`src/rtl/spdif_pkg.sv`:
```
// Shared constants and types for the S/PDIF subframe transmitter: frame geometry,
// preamble patterns (for a previous line level of 0), slot positions and channel tag.
package spdif_pkg;

  localparam int CELLS_PER_FRAME  = 128;
  localparam int FRAMES_PER_BLOCK = 192;

  localparam logic [7:0] PRE_B = 8'b1110_1000;
  localparam logic [7:0] PRE_M = 8'b1110_0010;
  localparam logic [7:0] PRE_W = 8'b1110_0100;

  localparam logic [4:0] SLOT_AUDIO = 5'd4;
  localparam logic [4:0] SLOT_V     = 5'd28;
  localparam logic [4:0] SLOT_U     = 5'd29;
  localparam logic [4:0] SLOT_C     = 5'd30;
  localparam logic [4:0] SLOT_P     = 5'd31;

  typedef enum logic {
    CH_A = 1'b0,
    CH_B = 1'b1
  } chan_e;

  typedef enum logic [1:0] {
    PSEL_NONE,
    PSEL_B,
    PSEL_M,
    PSEL_W
  } pre_sel_e;

  function automatic logic [7:0] pre_pattern(input pre_sel_e sel);
    case (sel)
      PSEL_B:  return PRE_B;
      PSEL_M:  return PRE_M;
      PSEL_W:  return PRE_W;
      default: return 8'h00;
    endcase
  endfunction

endpackage

```
`src/rtl/spdif_bmc_enc.sv`:
```
// Biphase-mark line encoder: owns the line-level register and emits one half-cell
// per clock, either a preamble cell (level-relative) or a BMC-coded data cell.
module spdif_bmc_enc
  import spdif_pkg::*;
(
  input  logic       clk,
  input  logic       reset,
  input  logic       i_bit,
  input  logic       i_second,
  input  pre_sel_e   i_pre_sel,
  input  logic [2:0] i_pre_cell,
  output logic       o_line
);

  logic       r_level;
  logic       r_pre_inv;
  logic       w_inv;
  logic       w_next;
  logic [7:0] w_pat;

  // Preamble polarity is latched from the line level preceding its first cell.
  always_comb begin
    w_pat  = pre_pattern(i_pre_sel);
    w_inv  = (i_pre_cell == 3'd0) ? r_level : r_pre_inv;
    w_next = r_level;
    if (i_pre_sel != PSEL_NONE) begin
      w_next = w_pat[3'd7 - i_pre_cell] ^ w_inv;
    end else if (!i_second) begin
      w_next = ~r_level;
    end else begin
      w_next = r_level ^ i_bit;
    end
  end

  always_ff @(posedge clk) begin
    if (reset) begin
      r_level   <= 1'b0;
      r_pre_inv <= 1'b0;
    end else begin
      r_level <= w_next;
      if (i_pre_sel != PSEL_NONE && i_pre_cell == 3'd0) begin
        r_pre_inv <= r_level;
      end
    end
  end

  assign o_line = r_level;

endmodule

```
`src/rtl/spdif_subframe_tx.sv`:
```
// S/PDIF subframe transmitter: one-word holding register, 32-slot subframe formatting
// and BMC line output. Define SPDIF_CHSTAT_EN to send CHSTAT_BITS in the C slot.
module spdif_subframe_tx
  import spdif_pkg::*;
#(
  parameter int           DATA_WIDTH  = 32,
  parameter logic [191:0] CHSTAT_BITS = 192'h0200_0000
) (
  input  logic                  clk,
  input  logic                  reset,
  input  logic [DATA_WIDTH-1:0] data_in,
  input  logic                  data_stb,
  output logic                  ready,
  output logic                  spdif_out,
  output logic                  block_start,
  output logic                  underflow,
  output logic                  overrun
);

  logic [6:0]  r_cell_cnt;
  logic [7:0]  r_frame_cnt;
  logic        r_full;
  logic [26:0] r_hold;
  logic [23:0] r_sf_audio;
  logic        r_sf_v;
  logic        r_sf_u;
  logic        r_sf_p;
  logic        r_block_start;

  logic        w_load;
  logic        w_consume;
  logic        w_capture;
  logic        w_c;
  logic        w_bit;
  logic        w_second;
  logic [4:0]  w_slot;
  logic [2:0]  w_pre_cell;
  pre_sel_e    w_pre_sel;
  chan_e       w_chan;
  chan_e       w_tag;
  logic [23:0] w_ld_audio;
  logic        w_ld_v;
  logic        w_ld_u;

  function automatic logic even_parity(input logic [26:0] slots);
    return ^slots;
  endfunction

`ifdef SPDIF_CHSTAT_EN
  assign w_c = CHSTAT_BITS[r_frame_cnt];
`else
  logic w_unused_chstat;
  assign w_unused_chstat = ^CHSTAT_BITS;
  assign w_c = 1'b0;
`endif

  generate
    if (DATA_WIDTH > 27) begin : g_hi
      logic w_unused_hi;
      assign w_unused_hi = ^data_in[DATA_WIDTH-1:27];
    end
  endgenerate

  assign w_chan    = chan_e'(r_cell_cnt[6]);
  assign w_tag     = chan_e'(r_hold[26]);
  assign w_load    = !reset && (r_cell_cnt[5:0] == 6'd0);
  assign w_consume = w_load && r_full && (w_tag == w_chan);
  // A word strobed in the consume cycle refills the register behind the departing one.
  assign w_capture = !reset && data_stb && (!r_full || w_consume);

  assign ready     = !r_full;
  assign underflow = w_load && !w_consume;
  assign overrun   = !reset && data_stb && r_full && !w_consume;

  always_comb begin
    w_ld_audio = 24'd0;
    w_ld_v     = 1'b1;
    w_ld_u     = 1'b0;
    if (w_consume) begin
      w_ld_audio = r_hold[23:0];
      w_ld_v     = r_hold[24];
      w_ld_u     = r_hold[25];
    end
  end

  always_ff @(posedge clk) begin
    if (reset) begin
      r_cell_cnt    <= 7'd0;
      r_frame_cnt   <= 8'd0;
      r_full        <= 1'b0;
      r_block_start <= 1'b0;
    end else begin
      r_cell_cnt    <= (r_cell_cnt == 7'(CELLS_PER_FRAME - 1)) ? 7'd0 : r_cell_cnt + 7'd1;
      if (r_cell_cnt == 7'(CELLS_PER_FRAME - 1)) begin
        r_frame_cnt <= (r_frame_cnt == 8'(FRAMES_PER_BLOCK - 1)) ? 8'd0 : r_frame_cnt + 8'd1;
      end
      r_block_start <= (r_cell_cnt == 7'd0) && (r_frame_cnt == 8'd0);
      if (w_capture) begin
        r_full <= 1'b1;
      end else if (w_consume) begin
        r_full <= 1'b0;
      end
    end
  end

  always_ff @(posedge clk) begin
    if (w_capture) begin
      r_hold <= data_in[26:0];
    end
    if (w_load) begin
      r_sf_audio <= w_ld_audio;
      r_sf_v     <= w_ld_v;
      r_sf_u     <= w_ld_u;
      r_sf_p     <= even_parity({w_c, w_ld_u, w_ld_v, w_ld_audio});
    end
  end

  assign w_slot     = r_cell_cnt[5:1];
  assign w_second   = r_cell_cnt[0];
  assign w_pre_cell = r_cell_cnt[2:0];

  always_comb begin
    w_pre_sel = PSEL_NONE;
    w_bit     = 1'b0;
    if (w_slot < SLOT_AUDIO) begin
      if (w_chan == CH_B) begin
        w_pre_sel = PSEL_W;
      end else if (r_frame_cnt == 8'd0) begin
        w_pre_sel = PSEL_B;
      end else begin
        w_pre_sel = PSEL_M;
      end
    end else if (w_slot < SLOT_V) begin
      w_bit = r_sf_audio[w_slot - SLOT_AUDIO];
    end else begin
      case (w_slot)
        SLOT_V:  w_bit = r_sf_v;
        SLOT_U:  w_bit = r_sf_u;
        SLOT_C:  w_bit = w_c;
        SLOT_P:  w_bit = r_sf_p;
        default: w_bit = 1'b0;
      endcase
    end
  end

  spdif_bmc_enc u_bmc (
    .clk        (clk),
    .reset      (reset),
    .i_bit      (w_bit),
    .i_second   (w_second),
    .i_pre_sel  (w_pre_sel),
    .i_pre_cell (w_pre_cell),
    .o_line     (spdif_out)
  );

  assign block_start = r_block_start;

endmodule

```
`config.mk`:
```
export PLATFORM = sky130hd
export DESIGN_NAME = spdif_subframe_tx
export DESIGN_NICKNAME = d
export VERILOG_FILES = /design/src/rtl/spdif_pkg.sv /design/src/rtl/spdif_bmc_enc.sv /design/src/rtl/spdif_subframe_tx.sv
export SDC_FILE = /design/constraint.sdc
export NUM_CORES = 1
export LEC_CHECK = 0
export ABC_AREA = 1
export ABC_CLOCK_PERIOD_IN_PS = 10950
export CORE_MARGIN = 5
export CORE_UTILIZATION = 32
export DETAILED_ROUTE_END_ITERATION = 6
export HOLD_SLACK_MARGIN = 0.06
export SYNTH_ARGS = -nofsm -noshare
export SYNTH_HDL_FRONTEND = slang
export SYNTH_SLANG_ARGS = --single-unit
```
`constraint.sdc`:
```
create_clock -name clk -period 10.95 [get_ports clk]
set_input_delay 2.19 -clock clk [delete_from_list [all_inputs] [get_ports clk]]
set_output_delay 2.19 -clock clk [all_outputs]
set_load 0.01 [all_outputs]
```
[Word level (Yosys, flattened, before mapping)]
Index checks and enable logic that the tools add are counted.
Storage, ports and cells
  bits of input ports: 35
  output and inout port bits: 5
  word-level logic and storage cells: 73
  bits in registers: 73
Cells by class
  equality and inequality tests: 9
  order comparisons: 4
  mux-type cells: 20
  bitwise operators: 3
  reduce and logical (&&, ||, !) cells: 22
  add/sub/neg operators: 4
Operators with widths (number)
  27-bit parity: 1
  24-bit 2-to-1 mux: 1
  8-bit one-hot mux with 3 select lines: 1
  5-bit == test (second input constant): 3
  1-bit 2-to-1 mux: 11
  1-bit logical AND: 10
  8-bit by 1-bit adder with 8-bit output (second input constant): 1
  8-bit == test (second input constant): 1
  8-bit zero test: 1
  8-bit 2-to-1 mux: 1
  7-bit by 1-bit adder with 7-bit output (second input constant): 1
  7-bit == test (second input constant): 1
  7-bit zero test: 1
  6-bit zero test: 1
  5-bit by 6-bit less-than comparator with 1-bit output (second input constant): 1
  2-bit 2-to-1 mux: 3
  1-bit binary-select mux with 5-bit select: 1
  5-bit by 3-bit less-than comparator with 1-bit output (second input constant): 1
  5-bit less-than comparator (second input constant): 1
  5-bit by 3-bit subtractor with 5-bit output (second input constant): 1
  2-bit == test (second input constant): 2
  3-bit by 4-bit less-than comparator with 1-bit output (second input constant): 1
  2-bit nonzero test: 2
  1-bit binary-select mux with 3-bit select: 1
  other kinds (10): 13

[Longest topological paths before layout]
Gate-level depths: netlist of the first run.
  word-level depth: 10
  mapped depth: 18
  gate-level depth less buffers: 16

[Modules after synthesis]
Synthesis of the first run repeated with hierarchy kept, for this count alone.
Second synthesis, totals
  cells, all modules: 462
  area total of the unflattened synthesis: 3877.5 sq um
By module, submodules not included
  spdif_subframe_tx: seq. area each 1961.9 sq um, times used 1, cells each 426, area an instance 3671.0 sq um
  spdif_bmc_enc: seq. area each 40.0 sq um, times used 1, cells each 36, area an instance 206.4 sq um

[Worst setup path after synthesis of the first run]
OpenSTA, ideal clock, no wires.
  path type: input to register
  start: input port reset
  end: register r_hold[0] (enable)
  cell stages on the path: 6
  slack: 5.663 ns
  arrival: 4.836 ns
  path buffers: 1
  library setup time: 0.451 ns
  data required time: 10.499 ns
  cells stage by stage: inv_2 > nand4_4 > nor2_8 > buf_8 > nor2_1 > nor3b_1
On the way
  word-level cells in the longest chain between the ends: 6
  elaborated cells between the ends (all ways): 7
  those cells by class: reduce/logical (7)
RTL lines
  start, declared: RTL line spdif_subframe_tx.sv:10  | input logic reset,
  1-bit zero test (*): RTL line spdif_subframe_tx.sv:66, spdif_subframe_tx.sv:69
  1-bit logical AND: RTL line spdif_subframe_tx.sv:66  | assign w_load = !reset && (r_cell_cnt[5:0] == 6'd0);
  1-bit logical AND (2 in a row): RTL line spdif_subframe_tx.sv:67  | assign w_consume = w_load && r_full && (w_tag == w_chan);
  1-bit logical OR: RTL line spdif_subframe_tx.sv:69  | assign w_capture = !reset && data_stb && (!r_full || w_consume);
  1-bit logical AND (*): RTL line spdif_subframe_tx.sv:69
  net w_capture: RTL line spdif_subframe_tx.sv:32  | logic w_capture;
  end signal, assigned: RTL line spdif_subframe_tx.sv:108  | r_hold <= data_in[26:0];
  end, declared: RTL line spdif_subframe_tx.sv:23  | logic [26:0] r_hold;
The timed path passes the listed nets; every way through them passes the cells marked *.
A chain may end at the register's enable or synchronous reset.

[Final worst setup path of the first run]
  start: input port reset
  end: output port overrun
On the way
  word-level cells in the longest chain between the ends: 6
  elaborated cells between the ends (all ways): 8
  those cells by class: reduce/logical (8)
RTL lines
  1-bit zero test (*): RTL line spdif_subframe_tx.sv:66, spdif_subframe_tx.sv:73
  1-bit logical AND: RTL line spdif_subframe_tx.sv:66
  1-bit logical AND (2 in a row): RTL line spdif_subframe_tx.sv:67
  1-bit zero test: RTL line spdif_subframe_tx.sv:73  | assign overrun = !reset && data_stb && r_full && !w_consume;
  1-bit logical AND (*): RTL line spdif_subframe_tx.sv:73
  end, declared: RTL line spdif_subframe_tx.sv:17  | output logic overrun
Mark *: on every way between the ends. The rest lies on a longest branch, timed or not.

==> results of run 1 <==
-- registers in the layout (all words and copies together) (netlist names) --
| register | count |
|---|---|
| block_start | 1 |
| r_cell_cnt | 7 |
| r_frame_cnt | 8 |
| r_full | 1 |
| r_hold | 27 |
| r_sf_audio | 24 |
| r_sf_p | 1 |
| r_sf_u | 1 |
| r_sf_v | 1 |
| u_bmc.o_line | 1 |
| u_bmc.r_pre_inv | 1 |
-- through the flow --
step / power [W] / instance area [um^2] / cells / utilization [%] / setup slack [ns]
finish: 0.000683 / 4460 / 593 / 39.4 / 4.60
global route: 0.000713 / 4460 / 593 / 39.4 / 4.45
CTS: 0.000691 / 4460 / 593 / 39.4 / 4.59
detailed placement: 0.000385 / 4150 / 577 / 36.6 / 4.61
global placement: 0.000383 / 4150 / 577 / 36.6 / 4.61
floorplan: 0.000360 / 3670 / 407 / - / 5.66
-- critical path: cells and delay by family --
| family | cells | cell delay (ns) |
|---|---|---|
| buffers and inverters | 4 | 1.27 |
| and+or+nand+nor | 4 | 0.70 |
-- worst paths after layout --
| kind | start | endpoint | slack [ns] | depth (start not counted) |
|---|---|---|---|---|
| max reg2reg | r_cell_cnt[1] | r_sf_p | 7.94 | 15 |
| max | reset | overrun | 4.60 | 8 |
| min reg2reg | r_cell_cnt[0] | r_cell_cnt[0] | 0.49 | 1 |
| min | r_cell_cnt[0] | r_cell_cnt[0] | 0.49 | 1 |
-- area by class of cell --
class	count	area, um^2	area share [%]
Inverter	65	244	5.47
Tap cell	143	179	4.01
Timing Repair Buffer	36	355	7.97
Clock inverter	7	85.1	1.91
Sequential cell	73	2000	44.9
Clock buffer	9	225	5.05
Multi-Input combinational cell	260	1370	30.7
-- cell usage after synthesis (all sizes together) --
cell type	count	share of area (%)
nor3	3	0.55
a211oi	1	0.20
nor4	2	0.34
o22ai	2	0.34
buf	5	1.2
nor3b	3	0.61
nand4	16	3.8
ha	6	2.0
dfxtp	19	10
inv	63	6.4
nand2	85	9.2
clkbuf	4	0.41
a31oi	1	0.17
xor2	4	0.95
o21ai	16	2.2
clkinv	2	0.20
nor2	66	8.1
a22oi	1	0.20
xnor2	2	0.48
or2	1	0.17
edfxtp	54	44
nand3	37	5.9
a21oi	14	1.9
-- routing by layer --
metal	wire, um	global-route usage [%]	vias up
met5	0	0	-
met1	3140	12.5	1239
li1	-	-	1418
met3	259	3.55	12
met2	3340	18.6	39
met4	142	5.73	0
-- cell usage in the layout, fill, tap and decap left out --
cell | synthesis | routed
nor3b_2 | 0 | 1
nand2_1 | 77 | 77
buf_4 | 1 | 2
nor3_2 | 1 | 1
nand4_2 | 4 | 4
clkinv_2 | 0 | 2
o22ai_1 | 2 | 2
a21oi_1 | 14 | 14
inv_2 | 6 | 6
nand3_2 | 6 | 6
nand4_1 | 11 | 11
or2_2 | 1 | 1
clkinvlp_4 | 0 | 1
a22oi_1 | 1 | 1
a211oi_1 | 1 | 1
dfxtp_1 | 19 | 19
inv_1 | 57 | 57
clkdlybuf4s50_1 | 0 | 34
xnor2_1 | 2 | 2
a31oi_1 | 1 | 1
nand4_4 | 1 | 1
nor3_1 | 2 | 2
xor2_1 | 4 | 4
nand3_1 | 31 | 31
edfxtp_1 | 54 | 54
clkinv_1 | 2 | 4
ha_1 | 6 | 6
nor2_4 | 3 | 3
nor2_8 | 1 | 1
o21ai_0 | 16 | 16
nor2_1 | 58 | 58
clkbuf_16 | 0 | 9
nor3b_1 | 3 | 2
nor2_2 | 4 | 4
nor4_1 | 2 | 2
bufinv_16 | 0 | 2
nand2_2 | 8 | 8
-- kinds of logic (layout without fill, tap and decap cells) --
kind of cell	count (synthesis)	in the layout	share of synthesized area (%)
compound gates	35	35	5.01
xor+xnor	6	6	1.43
fa+ha+maj	6	6	2.05
buf+inv	74	117	8.25
flops	73	73	54.6
simple gates	213	213	28.7
-- power groups by stage --
stage / combinational (W) / sequential [W] / clock [W]
2_1_floorplan: 0.0000375 / 0.000323 / 0
3_3_place_gp: 0.0000572 / 0.000326 / 0
3_5_place_dp: 0.0000587 / 0.000326 / 0
4_1_cts: 0.0000592 / 0.000320 / 0.000311
5_1_grt: 0.0000664 / 0.000321 / 0.000325
6_report: 0.0000588 / 0.000320 / 0.000305
==> results.sh, run 1 <==
export IMPL_grt_pass1_wl_um=11600
export IMPL_place_gp_congestion=0.799
export IMPL_syn_nets=448
export IMPL_fin_skew_ns=0.00685
export IMPL_grt_antenna_before_repair=0
export IMPL_clock_latency_ns=0.33
export IMPL_hp_class="reg2reg"
export IMPL_holdWs_ns=0.488
export IMPL_synth_area_um2=3670
export IMPL_die_w_um=117
export IMPL_dr_first_iter_drc_count=79
export IMPL_crit_top_cell="clkdlybuf4s50_1"
export IMPL_cp_required_ns=8.76
export IMPL_cts_made_buffers=9
export IMPL_ioPinCount=40
export IMPL_p_per_area_nw_per_um2=153
export IMPL_hold_viol_final=0
export IMPL_cts_tree="done"
export IMPL_synth_seq_area_share_pct=54.6
export IMPL_postCtsSetupBuffers=0
export IMPL_portBuffers=34
export IMPL_cts_resized_gates=0
export IMPL_rsz0062_at_grt="no"
export IMPL_arrival_ns=4.16
export IMPL_post_route_drc_count=0
export IMPL_clkPwrFrac_pct=44.6
export IMPL_cp_cell_sequence="clkdlybuf4s50_1, inv_2, nand4_4, nor2_8, nor2_1, nand3_1, inv_1, clkdlybuf4s50_1"
export IMPL_design_core_area_um2=11300
export IMPL_syn_area_per_cell_um2=9.01
export IMPL_p_seq_share_pct=46.8
export IMPL_viasPerCell=4.57
export IMPL_synth_seq_cells=73
export IMPL_ys_types=35
export IMPL_area_growth_pct=21.6
export IMPL_fin_crit_ns=6.35
export IMPL_slowest_stage="clkdlybuf4s50_1"
export IMPL_fillers=1153
export IMPL_place_hpwl_um=4870
export IMPL_drtPass1Iterations=4
export IMPL_antenna_cells=0
export IMPL_ctsRootBufferMaster="clkbuf_16"
export IMPL_syn_inst=407
export IMPL_cp_max_fo=16
export IMPL_leakagePower_nw=1.84
export IMPL_crit_type="in2out"
export IMPL_period_share_pct=58.0
export IMPL_grt_max_degree=39
export IMPL_maxCapViolations=0
export IMPL_wirelength_um=6880
export IMPL_startpoint_type="input port"
export IMPL_switchingPower_w=0.000150
export IMPL_cts_max_path_buffers=2
export IMPL_dieArea_um2=13700
export IMPL_initial_core_util_pct=32.4
export IMPL_final_setup_viol_count=0
export IMPL_postCtsHoldBufs=0
export IMPL_cts_max_level=3
export IMPL_slew_headroom_pct=54.9
export IMPL_die_y_um=117
export IMPL_grt_pass1_vias=2679
export IMPL_setup_tns_ns=0
export IMPL_fmax_mhz=158
export IMPL_ir_drop_mv=0.0612
export IMPL_routed_via_count=2708
export IMPL_p_int_w=0.000534
export IMPL_outcome="finished clean"
export IMPL_critPathMaxStageDelay_ns=0.54
export IMPL_combPwrFrac_pct=8.6
export IMPL_wl_per_cell_um=11.6
export IMPL_crit_path_end_kind="output pin"
export IMPL_drv_slew=0
export IMPL_tightest_slew_ns=0.676
export IMPL_grt_total_usage_pct=11.0
export IMPL_yosys_warnings=0
export IMPL_path_clk_slew_ns=0.06
export IMPL_sw_frac_of_total_pct=21.9
export IMPL_rows=39
export IMPL_layout_drive_gt1_share_pct=11.6
export IMPL_cts_sinks=73
export IMPL_ant_nets=0
export IMPL_grt_overflow=0
export IMPL_nets=486
No activity file was read; power rests on OpenSTA's default activity.
==> run 2, diff against run 1 <==
--- a/config.mk
+++ b/config.mk
@@ -6,7 +6,7 @@
 export NUM_CORES = 1
 export LEC_CHECK = 0
 export ABC_AREA = 1
-export ABC_CLOCK_PERIOD_IN_PS = 10950
+export ABC_CLOCK_PERIOD_IN_PS = 6100
 export CORE_MARGIN = 5
 export CORE_UTILIZATION = 32
 export DETAILED_ROUTE_END_ITERATION = 6
==> constraint.sdc (replaced) <==
create_clock -name clk -period 6.1 [get_ports clk]
set_input_delay 1.22 -clock clk [delete_from_list [all_inputs] [get_ports clk]]
set_output_delay 1.22 -clock clk [all_outputs]
set_load 0.01 [all_outputs]
==> results.sh, run 2 (synthesized netlist as in run 1, its figures left out) <==
export IMPL_outcome="finished clean"
export IMPL_critPathMaxStageDelay_ns=0.54
export IMPL_rows=39
export IMPL_cts_sinks=73
export IMPL_place_gp_congestion=0.850
export IMPL_grt_pass1_wl_um=11900
export IMPL_leakagePower_nw=1.84
export IMPL_startpoint="reset"
export IMPL_cts_resized_gates=0
export IMPL_grt_max_degree=39
export IMPL_final_cell_mix="77 x nand2_1, 58 x nor2_1, 57 x inv_1, 54 x edfxtp_1, 34 x clkdlybuf4s50_1"
export IMPL_maxCapViolations=0
export IMPL_layout_drive_gt1_share_pct=11.6
export IMPL_p_per_area_nw_per_um2=275
export IMPL_grt_total_usage_pct=11.2
export IMPL_rr_endpoint="r_sf_p"
export IMPL_slew_headroom_pct=54.7
export IMPL_fin_crit_ns=4.39
export IMPL_die_w_um=117
export IMPL_setup_tns_ns=0
export IMPL_grt_pass1_vias=2701
export IMPL_wirelength_um=6790
export IMPL_area_growth_pct=21.6
export IMPL_cts_max_path_buffers=2
export IMPL_tightest_slew_ns=0.679
export IMPL_postCtsSetupBuffers=0
export IMPL_critPathCapture="overrun"
export IMPL_cp_max_fo=16
export IMPL_design_core_area_um2=11300
export IMPL_rsz0062_at_grt="no"
export IMPL_grt_overflow=0
export IMPL_die_y_um=117
export IMPL_final_cell_area_um2=4460
export IMPL_final_setup_viol_count=0
export IMPL_fin_skew_ns=0.00474
export IMPL_reg_top3="r_hold (27), r_sf_audio (24), r_frame_cnt (8)"
export IMPL_crit_top_cell="clkdlybuf4s50_1"
export IMPL_power_w=0.00123
export IMPL_dieArea_um2=13700
export IMPL_period_share_pct=72.0
export IMPL_nets=486
export IMPL_cp_cell_sequence="clkdlybuf4s50_1, inv_2, nand4_4, nor2_8, nor2_1, nand3_1, inv_1, clkdlybuf4s50_1"
export IMPL_dpl_cell_area_um2=4150
export IMPL_cts_tree="done"
export IMPL_holdWs_ns=0.490
export IMPL_path_clk_slew_ns=0.06
export IMPL_largest_register="r_hold"
export IMPL_crit_cells=8
export IMPL_ioPinCount=40
export IMPL_post_route_drc_count=0
export IMPL_cts_max_level=3
export IMPL_ant_nets=0
export IMPL_hp_class="reg2reg"
export IMPL_drtPass1Iterations=4
export IMPL_fmax_mhz=228
export IMPL_drv_slew=0
export IMPL_crit_path_end_kind="output pin"
export IMPL_viasPerCell=4.57
export IMPL_startpoint_type="input port"
export IMPL_mostFrequentLayoutCell="nand2_1"
export IMPL_initial_core_util_pct=32.4
export IMPL_wl_per_cell_um=11.4
export IMPL_crit_buf_inv=4
export IMPL_ctsRootBufferMaster="clkbuf_16"
export IMPL_clock_latency_ns=0.33
export IMPL_postCtsHoldBufs=0
export IMPL_dr_first_iter_drc_count=113
export IMPL_place_hpwl_um=4900
export IMPL_grt_antenna_before_repair=0
export IMPL_worst_r2r_path_depth=16
export IMPL_r2r_start="r_cell_cnt[1]"
export IMPL_portBuffers=34
export IMPL_largest_reg_flops=27
export IMPL_antenna_cells=0
export IMPL_crit_type="in2out"
export IMPL_hold_viol_final=0
export IMPL_regToRegSetupSlack_ns=3.12
export IMPL_ir_drop_mv=0.142
export IMPL_cp_required_ns=4.88
export IMPL_arrival_ns=3.17
export IMPL_slowest_stage="clkdlybuf4s50_1"
export IMPL_cts_made_buffers=9
export IMPL_routed_via_count=2708
export IMPL_cp_top_family="buffers and inverters"
==> run 2: how the worst min path moves through the flow <==
stage	startpoint	to	slack, ns	cells past startpoint
6_report	r_cell_cnt[0]	r_cell_cnt[0]	0.49	1
5_1_grt	u_bmc.r_pre_inv	u_bmc.r_pre_inv	0.53	2
4_1_cts	r_cell_cnt[0]	r_cell_cnt[0]	0.49	1
3_5_place_dp	r_cell_cnt[0]	r_cell_cnt[0]	0.48	1
3_3_place_gp	r_cell_cnt[0]	r_cell_cnt[0]	0.47	1
2_1_floorplan	r_cell_cnt[0]	r_cell_cnt[0]	0.44	1
==> run 2: report_power, final <==
part / internal (W) / leakage [nW] / switching, W
sequential: 0.000560 / 0.661 / 0.0000138
combinational: 0.0000443 / 1.03 / 0.0000597
clock: 0.000353 / 0.150 / 0.000197
total: 0.000958 / 1.84 / 0.000270
==> run 2: routing by layer <==
metal	vias up	track usage, %	share of wire, %	wire length [um]
li1	1417	-	-	-
met1	1246	13.1	45	3040
met2	34	18.8	50	3370
met3	11	3.24	3.4	229
met4	0	5.73	2.1	144
met5	-	0	0	0
==> run 2: cell type report <==
type	instances	area [um^2]
multi-input combinational	260	1370
fill	1144	6860
tap	143	179
clock inverter	7	85.1
inverter	65	244
timing repair buffer	36	355
sequential	73	2000
clock buffer	9	225
==> run 2: metrics by stage <==
stage                     instances  worst slack [ns]  util (%)
final                           593              1.71      39.4
after global routing            593              1.58      39.4
after CTS                       593              1.68      39.4
after detailed placement        577              1.70      36.6
after global placement          577              1.70      36.6
after floorplan                 407              1.78         -
